`config.mk`:
```
export PLATFORM = sky130hd
export DESIGN_NAME = axis_packet_fifo
export DESIGN_NICKNAME = d
export VERILOG_FILES = /design/src/rtl/axis_packet_fifo.sv
export SDC_FILE = /design/constraint.sdc
export NUM_CORES = 1
export LEC_CHECK = 0
export BUFFER_PORTS_ARGS = -buffer_cell sky130_fd_sc_hd__buf_4
export CAP_MARGIN = 25
export CELL_PAD_IN_SITES_DETAIL_PLACEMENT = 0
export CELL_PAD_IN_SITES_GLOBAL_PLACEMENT = 1
export CORE_MARGIN = 2
export CORE_UTILIZATION = 45
export CTS_BUF_LIST = sky130_fd_sc_hd__clkbuf_16
export CTS_CLUSTER_DIAMETER = 200
export DETAILED_ROUTE_END_ITERATION = 10
export GPL_TIMING_DRIVEN = 0
export PLACE_DENSITY_LB_ADDON = 0.12
export SYNTH_ARGS = -nofsm -noshare
export SYNTH_HDL_FRONTEND = slang
export SYNTH_SLANG_ARGS = --single-unit
```
`constraint.sdc`:
```
create_clock -name clk -period 4.85 [get_ports clk]
set_input_delay 0.7275 -clock clk [delete_from_list [all_inputs] [get_ports clk]]
set_output_delay 0.7275 -clock clk [all_outputs]
set_load 0.01 [all_outputs]
```
`src/rtl/axis_packet_fifo.sv`:
```
// axis_packet_fifo: AXI-Stream FIFO. In word mode each stored word is
// released as soon as it is stored. In packet mode words are held until
// a whole packet (tlast) is stored, with a cut-through escape when the
// FIFO fills so that packets longer than DEPTH cannot deadlock.
module axis_packet_fifo #(
    parameter int DATA_W      = 16,
    parameter int DEPTH       = 16,
    parameter int PACKET_MODE = 0
) (
    input  logic                   clk,
    input  logic                   reset,
    input  logic                   s_tvalid,
    output logic                   s_tready,
    input  logic [DATA_W-1:0]      s_tdata,
    input  logic                   s_tlast,
    output logic                   m_tvalid,
    input  logic                   m_tready,
    output logic [DATA_W-1:0]      m_tdata,
    output logic                   m_tlast,
    output logic [$clog2(DEPTH):0] count,
    output logic [$clog2(DEPTH):0] pkt_count
);
    localparam int AW = $clog2(DEPTH);
    localparam int CW = AW + 1;
    localparam logic [CW-1:0] FULL_CNT = CW'(DEPTH);
    localparam logic [CW-1:0] ONE_C    = CW'(1);
    localparam logic [AW-1:0] ONE_P    = AW'(1);

    // Each entry holds {tlast, tdata}
    logic [DATA_W:0] mem [DEPTH];
    logic [AW-1:0]   wr_ptr;
    logic [AW-1:0]   rd_ptr;
    logic            rel_latch;
    logic            full;
    logic            empty;
    logic            wr;
    logic            rd;
    logic            pkt_in;
    logic            pkt_out;
    logic [DATA_W:0] head;

    // Status flags, handshakes and output presentation
    always_comb begin
        full     = (count == FULL_CNT);
        empty    = (count == '0);
        head     = mem[rd_ptr];
        m_tdata  = head[DATA_W-1:0];
        m_tlast  = head[DATA_W];
        // Ready is forced low while reset is held, even though count is 0
        s_tready = !reset && !full;
        if (PACKET_MODE == 0) begin
            m_tvalid = !empty;
        end else begin
            m_tvalid = !empty && ((pkt_count != '0) || full || rel_latch);
        end
        wr      = s_tvalid && s_tready;
        rd      = m_tvalid && m_tready;
        pkt_in  = wr && s_tlast;
        pkt_out = rd && m_tlast;
    end

    // Storage write; contents are not cleared by reset
    always_ff @(posedge clk) begin
        if (wr) begin
            mem[wr_ptr] <= {s_tlast, s_tdata};
        end
    end

    // Pointers wrap naturally at DEPTH (power of two)
    always_ff @(posedge clk or posedge reset) begin
        if (reset) begin
            wr_ptr <= '0;
            rd_ptr <= '0;
        end else begin
            if (wr) begin
                wr_ptr <= wr_ptr + ONE_P;
            end
            if (rd) begin
                rd_ptr <= rd_ptr + ONE_P;
            end
        end
    end

    // Word occupancy
    always_ff @(posedge clk or posedge reset) begin
        if (reset) begin
            count <= '0;
        end else begin
            case ({wr, rd})
                2'b10:   count <= count + ONE_C;
                2'b01:   count <= count - ONE_C;
                default: count <= count;
            endcase
        end
    end

    // Complete-packet occupancy (stored tlast words)
    always_ff @(posedge clk or posedge reset) begin
        if (reset) begin
            pkt_count <= '0;
        end else begin
            case ({pkt_in, pkt_out})
                2'b10:   pkt_count <= pkt_count + ONE_C;
                2'b01:   pkt_count <= pkt_count - ONE_C;
                default: pkt_count <= pkt_count;
            endcase
        end
    end

    // Cut-through latch: once full, stream the head packet until its tlast leaves
    always_ff @(posedge clk or posedge reset) begin
        if (reset) begin
            rel_latch <= 1'b0;
        end else if (PACKET_MODE == 0) begin
            rel_latch <= 1'b0;
        end else if (pkt_out) begin
            rel_latch <= 1'b0;
        end else if (full) begin
            rel_latch <= 1'b1;
        end
    end

endmodule

```
==> metrics.yaml <==
outcome:
  status: "finished clean"
power_and_ir_drop:
  p_sw_share_pct: 31.18
  internal_power_uw: 5210
  switchingPower_uw: 2361
  fin_total_pwr_uw: 7571
  clockPowerShare_pct: 25.9
  leakagePower_uw: 0.004491
  p_per_area_nw_per_um2: 564.1
  combPwrFrac_pct: 34.0
  power_frac_seq_pct: 40.0
  max-vdd-ir-drop_mv: 0.2494
cells_and_area:
  area_growth_pct: 17.12
  nets: 690
  drive_above_1_share_pct: 30.62
  fin_cells: 1006
  fill_cells: 2029
  final_core_util_pct: 53.45
  final_common_cell: "edfxtp_1"
  most-common-layout-cells: "edfxtp_1 (272), mux4_2 (68), buf_4 (53)"
  diodes: 0
die:
  io_pins: 50
  rows: 58
  die_y_microns: 163.6
  initial_utilization_pct: 45.64
  die_w_microns: 163.6
  die_area_sq_um: 26760
  core_region_area_sq_um: 25110
grt:
  first_global_vias: 5909
  grt_overflow: 0
  grt_busiest_layer: "met2"
  use_met3_pct: 2.666
  antenna_found_initial: 0
  grt_pass1_wl_microns: 37500
  grt_max_degree: 19
  grt_usage_pct: 19.61
  grt.met1_usage_pct: 28.16
  use_met2_pct: 32.11
cts:
  path_clk_slew_ns: 0.06
  postCtsHoldBufs: 0
  cts.htree.levels: 1
  cts_made_buffers: 29
  clk_latency_ns: 0.54
  post_cts.repair.setup_buffers: 0
  cts_tree: "done"
  root_buffer: "clkbuf_16"
  cts_sinks: 290
  clockBufferDepth: 3
  cts_resized: 0
setup_path:
  startpoint_type: "flip-flop"
  worstPathMaxFanout: 10
  endpoint_kind: "output port"
  regToRegSetupSlack_ns: 1.32
  path_class: "reg -> out"
  crit_arrival_ns: 2.95
  critical_path_required_ns: 4.12
logic_synthesis:
  synth.distinct_cells: 40
  postSynthCellCount: 555
  synth-edff-count: 272
  yosysWarnings: 0
  synth_mux_area_share_pct: 13.82
  yosysSeqAreaShare_pct: 75.20
  syn_nets: 591
  synthXorXnorAreaFrac_pct: 0.9171
  synthSimpleGateAreaFrac_pct: 2.784
  ys_seq_elements: 290
  syn_area_sq_um: 11460
  yosys.area_share.adder_pct: 1.769
  synth_top_family_by_area: "multiplexers"
  yosys_most_used_dff: "edfxtp_1"
  avgSynthCellArea_sq_um: 20.65
  synth_async_sr_flop_share_pct: 6.207
  synth_compound_area_share_pct: 3.548
timing:
  period_share_pct: 75.87
  hold_viol: 0
  fmax_mhz: 271.8
  drv_slew: 0
  tightestPinTransition_ns: 0.9926
  clock_skew_ns: 0.01221
  rsz0062_at_grt: "false"
  period_needed_ns: 3.680
  finalSetupViolations: 0
  fin_setup_tns_ns: 0
  slew_headroom_pct: 33.83
route:
  vias: 5588
  wl_per_cell_microns: 25.00
  drt_first_pass_iters: 5
  drcViolationCount: 0
  drtIter0Drc: 426
  ant_nets: 0
  wirelength_microns: 25150
  viasPerCell: 5.555
worst_hold_path:
  hold_class: "in -> async"
flow_run:
  max_cap_viol_count: 0
placement:
  dp_hpwl_microns: 16430
  numPortBuffers: 49
  placed_cells: 953
  globalplace.congestion: 0.7297
## flip-flops by register name (all words and copies together), names as in the netlist
name / cells
count: 5
mem: 272
pkt_count: 5
rd_ptr: 4
wr_ptr: 4
## worst paths after layout
check                               end    startpoint  cells past startpoint
min                            count[4]         reset                      2
max reg2reg                pkt_count[4]     rd_ptr[1]                     11
min reg2reg                pkt_count[0]  pkt_count[0]                      1
max in group asynchronous     rd_ptr[3]         reset                      2
min in group clk             mem[12][2]    s_tdata[2]                      1
max                         m_tdata[13]     rd_ptr[3]                      7
## power by group through the flow
stage / Combinational [uW] / Sequential, uW / Clock (uW)
floorplan: 1660 / 3080 / 0
global placement: 2510 / 3080 / 0
detailed placement: 2620 / 3080 / 0
CTS: 2640 / 3030 / 2000
global route: 2820 / 3050 / 2100
finish: 2580 / 3030 / 1960
## synth_stat cells, types with 2 or more instances
master    instances  area [sq um]
a21oi_1           4         20.02
o311ai_0          2         17.52
xnor2_1           7         61.31
mux4_2           68          1531
dfrtp_1          18         450.4
nand2_1          31         116.4
ha_1             13         162.7
nand2b_1          3         18.77
buf_4             3         22.52
a21o_1            2         15.01
mux2i_1           3         30.03
fa_1              2         40.04
nand4_1           2         12.51
o21ai_0           7         35.03
nor2_1           15         56.30
buf_2             6         30.03
buf_12            2         40.04
xor2_1            5         43.79
a211oi_1          2         15.01
nor2b_1           5         31.28
nor3_1            7         35.03
clkbuf_1         14         52.55
buf_6             2         22.52
a22oi_1          31         232.7
buf_1             2         7.510
inv_1            12         45.04
mux2_2            2         22.52
edfxtp_1        272          8168
o21a_1            2         15.01
## kinds of logic after synthesis
| kind of cell | count (synthesis) |
|---|---|
| AO/OA/AOI/OAI | 55 |
| XOR/XNOR | 12 |
| adder cells (fa/ha/maj) | 15 |
| buffers and inverters | 42 |
| flip-flops | 290 |
| multiplexers | 73 |
| AND/OR/NAND/NOR | 68 |
## metrics by stage
stage / setup slack (ns) / area [sq um] / hold slack (ns)
2_1_floorplan: 1.891 / 11460 / 0.5417
6_report: 1.170 / 13420 / 0.3501
5_1_grt: 1.055 / 13420 / 0.4012
4_1_cts: 1.137 / 13420 / 0.3808
3_3_place_gp: -0.1099 / 12240 / 0.5040
3_5_place_dp: 1.265 / 12590 / 0.5243
## critical path, cell delays in order (launching register included)
cell      delay [ns]
dfrtp_1         0.32
buf_2           0.24
nor2b_1         0.16
clkbuf_1        0.41
clkbuf_1        0.75
a22oi_1         0.21
nand2_1         0.18
buf_4           0.14
## final cells by class
class / count / area, sq um / share of cell area [%]
repair buffers: 68 / 664.4 / 4.950
multi-input cells: 223 / 2673 / 19.91
clock buffers: 29 / 725.7 / 5.407
flip-flops and latches: 290 / 8618 / 64.21
clock inverters: 24 / 103.9 / 0.7738
plain buffers: 29 / 175.2 / 1.305
inverters: 13 / 48.80 / 0.3636
well taps: 330 / 412.9 / 3.076
## routing by layer
layer | vias to the layer above | wire length, microns | share of wire, %
met2 | 133 | 12340 | 49
met4 | 0 | 474 | 1.9
met1 | 2948 | 11130 | 44
met5 | - | 0 | 0
li1 | 2472 | - | -
met3 | 35 | 1199 | 4.8
(Power assumes the default switching activity.)
